$ cat src/rtl/seg7_bcd_scan.sv
`default_nettype none
// ---------------------------------------------------------------------------
// seg7_bcd_scan : 12-bit binary -> 4-digit BCD (double-dabble), muxed 7-seg
// Revision 1.0
// ---------------------------------------------------------------------------
module seg7_bcd_scan #(
  parameter int REFRESH_DIV = 50000,
  parameter bit BLANK_LZ    = 1'b1
) (
  input  logic        clk,
  input  logic        rst,
  input  logic [11:0] numA,
  output logic [0:6]  sseg,
  output logic [3:0]  an,
  output logic        busy
);

  localparam int            PW      = $clog2(REFRESH_DIV);
  localparam logic [PW-1:0] PRE_MAX = PW'(REFRESH_DIV - 1);
  localparam logic [0:6]    SEG_OFF = 7'b1111111;

  typedef enum logic [1:0] {
    S_IDLE = 2'd0,
    S_CONV = 2'd1,
    S_LOAD = 2'd2
  } state_t;

  state_t        state;
  logic [11:0]   last;
  logic [27:0]   shreg;
  logic [3:0]    cnt;
  logic [3:0]    dig0, dig1, dig2, dig3;
  logic [15:0]   bcd_adj;

  logic [PW-1:0] pre;
  logic [1:0]    idx;
  logic [3:0]    cur_dig;
  logic          cur_blank;
  logic [0:6]    seg_dec;

  // Add-3 correction on every BCD nibble before the shift.
  always_comb begin
    bcd_adj = shreg[27:12];
    for (int i = 0; i < 4; i++) begin
      if (shreg[12 + 4*i +: 4] >= 4'd5) begin
        bcd_adj[4*i +: 4] = shreg[12 + 4*i +: 4] + 4'd3;
      end
    end
  end

  always_ff @(posedge clk) begin
    if (rst) begin
      state <= S_IDLE;
      last  <= '0;
      shreg <= '0;
      cnt   <= '0;
      dig0  <= '0;
      dig1  <= '0;
      dig2  <= '0;
      dig3  <= '0;
      busy  <= 1'b0;
    end else begin
      case (state)
        S_IDLE: begin
          if (numA != last) begin
            last  <= numA;
            shreg <= {16'd0, numA};
            cnt   <= '0;
            busy  <= 1'b1;
            state <= S_CONV;
          end
        end
        S_CONV: begin
          shreg <= {bcd_adj, shreg[11:0]} << 1;
          cnt   <= cnt + 4'd1;
          if (cnt == 4'd11) begin
            state <= S_LOAD;
          end
        end
        S_LOAD: begin
          // All four digits update in the same edge so the display never tears.
          dig3  <= shreg[27:24];
          dig2  <= shreg[23:20];
          dig1  <= shreg[19:16];
          dig0  <= shreg[15:12];
          busy  <= 1'b0;
          state <= S_IDLE;
        end
        default: begin
          busy  <= 1'b0;
          state <= S_IDLE;
        end
      endcase
    end
  end

  always_ff @(posedge clk) begin
    if (rst) begin
      pre <= '0;
      idx <= '0;
    end else if (pre == PRE_MAX) begin
      pre <= '0;
      idx <= idx + 2'd1;
    end else begin
      pre <= pre + PW'(1);
    end
  end

  always_comb begin
    case (idx)
      2'd0:    cur_dig = dig0;
      2'd1:    cur_dig = dig1;
      2'd2:    cur_dig = dig2;
      default: cur_dig = dig3;
    endcase
  end

  // A digit is a leading zero when it and every more significant digit are 0.
  always_comb begin
    cur_blank = 1'b0;
    if (BLANK_LZ) begin
      case (idx)
        2'd1:    cur_blank = (dig1 == 4'd0) && (dig2 == 4'd0) && (dig3 == 4'd0);
        2'd2:    cur_blank = (dig2 == 4'd0) && (dig3 == 4'd0);
        2'd3:    cur_blank = (dig3 == 4'd0);
        default: cur_blank = 1'b0;
      endcase
    end
  end

  always_comb begin
    case (cur_dig)
      4'd0:    seg_dec = 7'b0000001;
      4'd1:    seg_dec = 7'b1001111;
      4'd2:    seg_dec = 7'b0010010;
      4'd3:    seg_dec = 7'b0000110;
      4'd4:    seg_dec = 7'b1001100;
      4'd5:    seg_dec = 7'b0100100;
      4'd6:    seg_dec = 7'b0100000;
      4'd7:    seg_dec = 7'b0001111;
      4'd8:    seg_dec = 7'b0000000;
      4'd9:    seg_dec = 7'b0000100;
      default: seg_dec = SEG_OFF;
    endcase
  end

  always_ff @(posedge clk) begin
    if (rst) begin
      an   <= 4'b1110;
      sseg <= 7'b0000001;
    end else begin
      an   <= ~(4'b0001 << idx);
      sseg <= cur_blank ? SEG_OFF : seg_dec;
    end
  end

endmodule
`default_nettype wire
$ cat config.mk
export PLATFORM = sky130hd
export DESIGN_NAME = seg7_bcd_scan
export DESIGN_NICKNAME = d
export VERILOG_FILES = /design/src/rtl/seg7_bcd_scan.sv
export SDC_FILE = /design/constraint.sdc
export NUM_CORES = 1
export LEC_CHECK = 0
export BUFFER_PORTS_ARGS = -buffer_cell sky130_fd_sc_hd__buf_2
export CAP_MARGIN = 20
export CELL_PAD_IN_SITES_DETAIL_PLACEMENT = 0
export CELL_PAD_IN_SITES_GLOBAL_PLACEMENT = 1
export CORE_ASPECT_RATIO = 1.75
export CORE_MARGIN = 2
export CORE_UTILIZATION = 50
export DETAILED_ROUTE_END_ITERATION = 10
export PLACE_DENSITY_LB_ADDON = 0.1
export REMOVE_ABC_BUFFERS = 1
export SETUP_SLACK_MARGIN = 0.2
export SYNTH_ARGS = -nofsm -noshare
export SYNTH_HDL_FRONTEND = slang
export SYNTH_SLANG_ARGS = --single-unit
$ cat constraint.sdc
create_clock -name clk -period 5.9 [get_ports clk]
set_input_delay 1.18 -clock clk [delete_from_list [all_inputs] [get_ports clk]]
set_output_delay 1.18 -clock clk [all_outputs]
set_load 0.05 [all_outputs]
==> flow_metrics.tcl, run 1 <==
set metrics [dict create \
    status "complete, no violations" \
    cp.required_ns 6.16 \
    gp_congestion 0.8434 \
    power_density_nw_per_um2 268.4 \
    max-slew-margin-rel 0.3566 \
    drc 0 \
    synthFlopType "dfxtp_1" \
    finalHoldViolations 0 \
    cap_violations 0 \
    leakagePower_nw 1.840 \
    grt-ovfl-total 0 \
    die_h_um 128.0 \
    synthCells 498 \
    die_area_um2 9579 \
    skew_ns 0.006068 \
    min_period_over_period 0.4786 \
    avgSynthCellArea_um2 8.819 \
    wl_mm 9.038 \
    synth_cell_types 51 \
    worst_slew_pin_slew_ns 0.9638 \
    numPlacedInstances 616 \
    drtPass1Iterations 4 \
    critPathLaunchType "input pin" \
    wl_met3_um 279 \
    critPathKind "input pin to register" \
    post_cts_resized 0 \
    end_kind "register" \
    final_cells 631 \
    ir_drop_mv 0.1774 \
    setup-tns-final_ns 0 \
    numPortBuffers 25 \
    yosysWarnings 0 \
    die_w_um 74.85 \
    core_um2 8615 \
    synth_area_um2 4392 \
    syn2layout_area_growth_pct 10.74 \
    drv_slew 0 \
    cts_inserted_buffers 9 \
    post_cts_buffers 0 \
    cts_sinks 92 \
    ios 26 \
    min_period_ns 2.824 \
    worst_slack_ns 3.076 \
    hold_path.class "register to register" \
    drtIter0Drc 106 \
    clock-root-buffer "clkbuf_16" \
    n_antenna_cell 0 \
    vias_per_cell 5.418 \
    place_ws_ns 2.785 \
    fillCellCount 839 \
    seq_area_frac_synth 0.4194 \
    grt_setup_unrepaired "no" \
    clkLatencyLatePin_ns 0.33 \
    h-tree-depth 3 \
    synth-seq-cells 92 \
    synth_edf_count 0 \
    routedLengthMet1_mm 3.426 \
    drive_gt1_frac 0.1128 \
    num_rows 45 \
    fmax_mhz 354.2 \
    clk_path_buf_depth 2 \
    cts_tree "built" \
    wl_met2_mm 5.081 \
    clk_pin_slew_ns 0.06 \
    antenna_left 0 \
    nets 544 \
    top_layer "met4" \
    crit_fanout 6 \
    hpwl_mm 6.646 \
    vias 3419 \
    grt_max_degree 43 \
    grtUsageTotal 0.2108 \
    cp.arrival_ns 3.08 \
    wl_per_cell_um 14.32 \
    initial_core_util 0.5098 \
    synthArstFlopShare 0 \
    finalSetupViolations 0 \
    grt_pass1_vias 3397 \
    grt_first_pass_wirelength_mm 15.49 \
    grt_antenna_before_repair 0 \
    hold_buffers 0 \
]
-- flip-flops by register name, summed over array words and instances, names as in the netlist --
register,count
cnt,4
an,4
busy,1
sseg,7
dig0,4
state,2
dig2,4
shreg,28
last,12
dig1,4
dig3,4
idx,2
pre,16
-- placed cells by master, fill, tap and decap left out, types with 7 or more instances in the layout --
| cell type | count |
|---|---|
| nor3_1 | 31 |
| clkbuf_16 | 9 |
| mux2i_1 | 17 |
| ha_1 | 19 |
| nor2_1 | 54 |
| nor4_1 | 13 |
| buf_2 | 25 |
| a22o_1 | 7 |
| nand2b_1 | 12 |
| nand2_1 | 50 |
| a21oi_1 | 35 |
| xnor2_1 | 23 |
| inv_1 | 25 |
| dfxtp_1 | 92 |
| o21ai_0 | 7 |
| nand4_1 | 8 |
| xor2_1 | 8 |
-- metal layers --
metal / up-vias / track usage
li1: 1768 / -
met1: 1565 / 0.2094
met2: 68 / 0.3989
met3: 18 / 0.03774
met4: 0 / 0.09979
met5: - / 0
-- worst paths after layout --
check / cells past startpoint / to / slack, ns / from
max: 7 / shreg[5] / 3.08 / numA[9]
min reg2reg: 1 / pre[0] / 0.45 / pre[0]
min: 1 / pre[0] / 0.45 / pre[0]
max reg2reg: 7 / sseg[6] / 3.32 / idx[0]
-- power breakdown --
part,leakage [nW],internal [mW],total (mW),switching (mW)
logic,0.947,0.0363,0.0895,0.0533
clock network,0.145,0.346,0.567,0.221
registers,0.749,0.638,0.649,0.0112
-- layout make-up --
class,instances,area (µm²),area share
repair buffers,30,162.7,0.03344
flip-flops and latches,92,1842,0.3787
clock inverters,2,35.03,0.007204
well taps,117,146.4,0.03010
multi-input cells,353,2327,0.4785
inverters,25,93.84,0.01930
clock buffers,12,256.5,0.05274
-- Yosys cell counts, types with 2 or more instances --
cell	instances	area share
a21oi_1	35	0.040
a221o_1	6	0.014
a222oi_1	4	0.0091
a22o_1	7	0.014
a22o_2	3	0.0068
a311o_1	5	0.011
a31oi_1	6	0.0085
and3_1	5	0.0071
buf_1	5	0.0043
buf_2	4	0.0046
clkbuf_1	17	0.015
dfxtp_1	92	0.42
ha_1	19	0.054
inv_1	25	0.021
mux2_2	2	0.0051
mux2i_1	17	0.039
nand2_1	50	0.043
nand2b_1	12	0.017
nand3_1	6	0.0068
nand4_1	8	0.011
nor2_1	54	0.046
nor2b_1	2	0.0028
nor3_1	31	0.035
nor3b_1	4	0.0068
nor4_1	13	0.019
o21ai_0	7	0.0080
o2bb2ai_1	3	0.0060
xnor2_1	23	0.046
xnor2_2	4	0.015
xor2_1	8	0.016
-- critical path: stages --
cell and delay [ns]:
buf_2 0.12, xnor2_1 0.31, nand4_1 0.25, nor3_1 0.67
buf_4 0.27, nor4_1 0.06, nor3_1 0.23
-- logic make-up after synthesis --
group | count (synthesis) | synth area share
AO/OA/AOI/OAI | 88 | 0.1462
buffers and inverters | 53 | 0.05071
AND/OR/NAND/NOR | 192 | 0.2091
multiplexers | 19 | 0.04387
adder cells (fa/ha/maj) | 19 | 0.05413
XOR/XNOR | 35 | 0.07664
flip-flops | 92 | 0.4194
-- stage by stage --
step	hold slack [ns]	area (µm²)	util	power (mW)
detailed placement	0.4392	4564	0.5298	0.7532
global route	0.4673	4863	0.5646	1.356
global placement	0.4286	4564	0.5298	0.7516
CTS	0.4482	4856	0.5637	1.324
finish	0.4463	4863	0.5646	1.306
floorplan	0.4175	4263	-	0.7204
Note: power is estimated with default switching activity, not from simulation.
==> run 2: changes to the inputs <==
--- a/config.mk
+++ b/config.mk
@@ -11,7 +11,7 @@
 export CELL_PAD_IN_SITES_GLOBAL_PLACEMENT = 1
 export CORE_ASPECT_RATIO = 1.75
 export CORE_MARGIN = 2
-export CORE_UTILIZATION = 50
+export CORE_UTILIZATION = 42
 export DETAILED_ROUTE_END_ITERATION = 10
 export PLACE_DENSITY_LB_ADDON = 0.1
 export REMOVE_ABC_BUFFERS = 1
==> constraint.sdc (replaced) <==
create_clock -name clk -period 2.5 [get_ports clk]
set_input_delay 0.5 -clock clk [delete_from_list [all_inputs] [get_ports clk]]
set_output_delay 0.5 -clock clk [all_outputs]
set_load 0.05 [all_outputs]
==> run 2 against run 1 <==
Effect of this change:
- cell count grew 3.6%
- combinational power grew 140%
- first-iteration DRC count grew 38%
- total power grew 140%
- largest cell class unchanged
- largest power group unchanged
- highest routed layer unchanged
==> flow_metrics.tcl, run 2 (synthesized netlist as in run 1, its figures left out) <==
set metrics [dict create \
    die_h_um 139.3 \
    max-slew-margin-rel 0.6061 \
    reg2reg_slack_ns 0.30 \
    die_w_um 81.30 \
    drtIter0Drc 146 \
    crit_fanout 5 \
    end_kind "register" \
    worst_slew_pin_slew_ns 0.5744 \
    seqCellArea_um2 1844 \
    grt_max_degree 34 \
    hold_end "last[4]" \
    antenna_left 0 \
    cp_slowest_stage_delay_ns 0.37 \
    numPortBuffers 25 \
    r2r_start "idx[1]" \
    reg_top3 "shreg x28, pre x16, last x12" \
    vias 3526 \
    cp_top_family "adder cells" \
    h-tree-depth 3 \
    largest_reg_flops 28 \
    ios 26 \
    drc 0 \
    vias_per_cell 5.391 \
    gp_congestion 0.8118 \
    n_antenna_cell 0 \
    wl_per_cell_um 15.01 \
    clock-root-buffer "clkbuf_16" \
    setup-tns-final_ns 0 \
    rr_worst_depth 9 \
    grt_antenna_before_repair 0 \
    min_period_ns 2.196 \
    cap_violations 0 \
    grt_first_pass_wirelength_mm 16.28 \
    nets 555 \
    syn2layout_area_growth_pct 13.70 \
    min_from "numA[4]" \
    hold_path.class "input pin to register" \
    initial_core_util 0.4289 \
    cp.required_ns 2.72 \
    cts_tree "built" \
    leakagePower_nw 1.913 \
    r2r_end "sseg[6]" \
    hold_buffers 0 \
    clkLatencyLatePin_ns 0.34 \
    critPathKind "register to register" \
    fmax_mhz 455.4 \
    grt_pass1_vias 3396 \
    multi_input_area_um2 2337 \
    drive_gt1_frac 0.1404 \
    power_density_nw_per_um2 635.3 \
    drtPass1Iterations 6 \
    critPathLaunchType "register" \
    min_period_over_period 0.8783 \
    finalSetupViolations 0 \
    path_buf_inv 2 \
    grt-ovfl-total 0 \
    final_core_util 0.4877 \
    status "complete, no violations" \
    die_area_um2 11320 \
    cp_slowest_cell "dfxtp_2" \
    cp.arrival_ns 2.42 \
    skew_ns 0.005594 \
    hpwl_mm 7.065 \
    finalHoldViolations 0 \
    regMostFlops "shreg" \
    cts_sinks 92 \
    worstPathCellList "inv_1 > ha_1 > a222oi_1 > mux2_4 > inv_1 > ha_1 > nand2_1 > a21oi_1 > or3b_1" \
    hold_depth 3 \
    cts_inserted_buffers 9 \
    clk_pin_slew_ns 0.06 \
    drv_slew 0 \
    core_um2 10240 \
    final_common_cell "dfxtp_1" \
    wl_mm 9.818 \
    fillCellCount 993 \
    grt_setup_unrepaired "no" \
    clk_path_buf_depth 2 \
    layout_common_cells "dfxtp_1, nor2_1, nand2_1" \
    ir_drop_mv 0.3725 \
    grtUsageTotal 0.1857 \
    num_rows 49 \
]
==> run 2: changes by cell type in the layout (fill, tap and decap cells not counted), moves of 2 or more <==
cell / before / now
mux2_4: 0 / 2
dfxtp_1: 92 / 90
dfxtp_2: 0 / 2
buf_4: 5 / 16
mux2_2: 2 / 0
==> run 2: tightest hold or removal path, stage by stage <==
cell and delay [ns]:
buf_2 0.11, mux2i_1 0.06, nor2_1 0.07
==> run 2: worst max path at each step <==
stage	from	endpoint	slack [ns]	cells past startpoint
after floorplan	state[0]	shreg[26]	0.32	3
after global placement	idx[0]	sseg[6]	0.25	7
after detailed placement	idx[0]	sseg[6]	0.19	7
after CTS	idx[0]	sseg[6]	0.20	7
after global routing	idx[0]	sseg[6]	0.17	9
final	idx[1]	sseg[6]	0.30	9
==> run 2: cell type report <==
class                   instances  share of cell area
clock buffers                  13             0.05412
clock inverters                 3            0.008770
inverters                      25             0.01879
multi-input cells             353              0.4681
flip-flops and latches         92              0.3693
well taps                     127             0.03182
repair buffers                 41             0.04911
==> run 2: routing by layer <==
layer  vias to the layer above  track usage  wire (µm)
met5                         -            0          0
met3                        16      0.02918        202
met4                         0      0.09188        255
met2                        48       0.3438       5515
li1                       1795            -          -
met1                      1667       0.1935       3845
==> run 2: power by group <==
part | total [mW] | internal, mW | switching [mW] | leakage, nW
Sequential | 1.53 | 1.50 | 0.0289 | 0.750
Clock | 1.42 | 0.858 | 0.564 | 0.156
Combinational | 0.218 | 0.0919 | 0.126 | 1.01
Total | 3.17 | 2.45 | 0.719 | 1.91
==> run 2: through the flow <==
stage	area, µm²	std cells	hold slack (ns)	total power, mW	setup WS (ns)
global placement	4637	634	0.4283	1.783	0.2515
detailed placement	4637	634	0.4412	1.787	0.1870
global route	4994	654	0.4494	3.305	0.1677
floorplan	4263	470	0.4175	1.700	0.3185
CTS	4966	651	0.4271	3.222	0.2016
finish	4994	654	0.4371	3.172	0.3043
==> run 2: repair_timing <==
action                                  4_1_cts  5_1_grt
setup buffers                                 1        3
gates cloned                                  0        0
endpoints found under the setup margin        1        3
resized for setup                             2        3
pin swaps                                     1        3
==> run 3: changes to the inputs <==
==> constraint.sdc (replaced) <==
create_clock -name clk -period 1.87 [get_ports clk]
set_input_delay 0.374 -clock clk [delete_from_list [all_inputs] [get_ports clk]]
set_output_delay 0.374 -clock clk [all_outputs]
set_load 0.05 [all_outputs]
==> run 3 against run 2 <==
Effect of this change:
- the run now ends with negative setup slack left
- worst setup slack got worse by 0.44 ns
- die area did not move
- sequential share of layout area fell by 5.1 points
- via count rose by 8.6%
- register-to-register slack got worse by 0.44 ns
- critical endpoint unchanged
- largest power group unchanged
- highest routed layer unchanged
==> flow_metrics.tcl, run 3 (synthesized netlist as in run 1, its figures left out) <==
set metrics [dict create \
    min_period_over_period 1.071 \
    die_h_um 139.3 \
    layout_common_cells "dfxtp_1, buf_4, nor2_1" \
    worstPathCellList "buf_6 > ha_4 > a222oi_1 > mux2i_4 > nand2b_4 > a21boi_2 > or3b_1" \
    grt_pass1_vias 3683 \
    initial_core_util 0.4289 \
    cp.arrival_ns 2.22 \
    num_rows 49 \
    end_kind "register" \
    drc 0 \
    hold_end "last[6]" \
    clkLatencyLatePin_ns 0.34 \
    place_ws_ns -0.2348 \
    grt_first_pass_wirelength_mm 17.53 \
    hpwl_mm 7.523 \
    status "finished with violations" \
    gp_congestion 0.8320 \
    ios 26 \
    r2r_end "sseg[6]" \
    reg_top3 "shreg x28, pre x16, last x12" \
    max-slew-margin-rel 0.5744 \
    min_from "numA[6]" \
    p_comb_frac 0.088 \
    p_int_mw 3.507 \
    skew_ns 0.005184 \
    gr-usage-met2 0.3896 \
    wl_per_cell_um 15.73 \
    fmax_mhz 499.2 \
    hold_path.class "input pin to register" \
    regMostFlops "shreg" \
    syn2layout_area_growth_pct 32.68 \
    worst_slew_pin_slew_ns 0.6376 \
    min_period_ns 2.003 \
    power_density_nw_per_um2 774.0 \
    n_antenna_cell 0 \
    worst_slack_ns -0.1331 \
    rr_worst_depth 7 \
    power_frac_seq 0.457 \
    violations "negative setup slack" \
    numPlacedInstances 676 \
    grt-ovfl-total 0 \
    ir_drop_mv 0.5139 \
    critPathLaunchType "register" \
    hold_ws_ns 0.3237 \
    fillCellCount 923 \
    wl_mm 11.10 \
    core_um2 10240 \
    finalPower_mw 4.510 \
    cp_slowest_stage_delay_ns 0.41 \
    hold_depth 3 \
    drtPass1Iterations 4 \
    cts_sinks 92 \
    nets 608 \
    p_sw_frac 0.2223 \
    largest_reg_flops 28 \
    final_cells 706 \
    top_usage_layer "met2" \
    seqCellArea_um2 1853 \
    critPathKind "register to register" \
    power_frac_clock 0.455 \
    finalHoldViolations 0 \
    r2r_start "idx[0]" \
    clock-root-buffer "clkbuf_16" \
    clk_pin_slew_ns 0.06 \
    cp_top_family "compound AO/OA/AOI/OAI gates" \
    grt_util_met1 0.2002 \
    final_common_cell "dfxtp_1" \
    numPortBuffers 25 \
    drive_gt1_frac 0.3143 \
    vias 3829 \
    cap_violations 0 \
    switching_power_mw 1.003 \
    cp.required_ns 2.09 \
    grt_max_degree 25 \
    leakagePower_nw 2.294 \
    h-tree-depth 3 \
    vias_per_cell 5.424 \
    grtUsageMet3 0.03826 \
    die_area_um2 11320 \
    grt_antenna_before_repair 0 \
    cp_slowest_cell "a222oi_1" \
    multi_input_area_um2 2721 \
    antenna_left 0 \
    clk_path_buf_depth 2 \
    die_w_um 81.30 \
    drtIter0Drc 125 \
    path_buf_inv 1 \
    reg2reg_slack_ns -0.13 \
    cts_inserted_buffers 9 \
    grt_setup_unrepaired "yes" \
    finalSetupViolations 8 \
    crit_fanout 5 \
    hold_buffers 0 \
    final_core_util 0.5691 \
    cts_tree "built" \
    drv_slew 0 \
    grtUsageTotal 0.1987 \
]
-- run 3: cell types whose count changed in the layout (fill, tap and decap cells not counted), sizes merged --
cell,delta
and2b,+1
buf,+51
bufinv,+2
clkbuf,-2
clkinv,-1
or3,+1
-- run 3: worst max path at each step --
stage / from / endpoint / slack [ns] / depth (start not counted)
floorplan: state[0] / shreg[26] / -0.31 / 3
global placement: idx[0] / sseg[6] / -0.17 / 9
detailed placement: idx[1] / sseg[6] / -0.23 / 9
CTS: idx[1] / sseg[6] / -0.11 / 9
global route: idx[1] / sseg[6] / -0.25 / 7
finish: idx[0] / sseg[6] / -0.13 / 7
-- run 3: repair_timing --
action / CTS / global route
gates resized for setup: 48 / 48
gates cloned: 1 / 2
setup endpoints to repair: 55 / 52
buffers inserted: 8 / 4
pin swaps: 26 / 25
-- run 3: area by class of cell --
class                      count  share of cell area
tap                          127             0.02727
clock buffer                  11             0.03994
multi-input combinational    355              0.4670
sequential                    92              0.3180
timing repair buffer          92              0.1142
inverter                      25             0.01653
clock inverter                 4             0.01696
-- run 3: metal layers --
layer | up-vias | wire [µm]
met1 | 1841 | 4084
met2 | 54 | 6498
met3 | 19 | 228
li1 | 1915 | -
met5 | - | 0
met4 | 0 | 292
-- run 3: tightest hold or removal path, stage by stage --
cell and delay (ns):
buf_2 0.11, mux2i_1 0.06, nor2_1 0.08
-- run 3: power by group through the flow --
stage,Combinational [mW],Clock [mW],Sequential (mW)
floorplan,0.168,0,2.10
global placement,0.348,0,2.09
detailed placement,0.352,0,2.10
CTS,0.365,2.12,2.05
global route,0.433,2.20,2.06
finish,0.397,2.05,2.06
-- run 3: stage by stage --
step | setup TNS [ns] | cell area [µm²]
global placement | -2.865 | 4952
CTS | -0.1981 | 5543
finish | -0.3540 | 5827
global route | -2.538 | 5827
detailed placement | -3.799 | 4952
floorplan | -7.019 | 4263
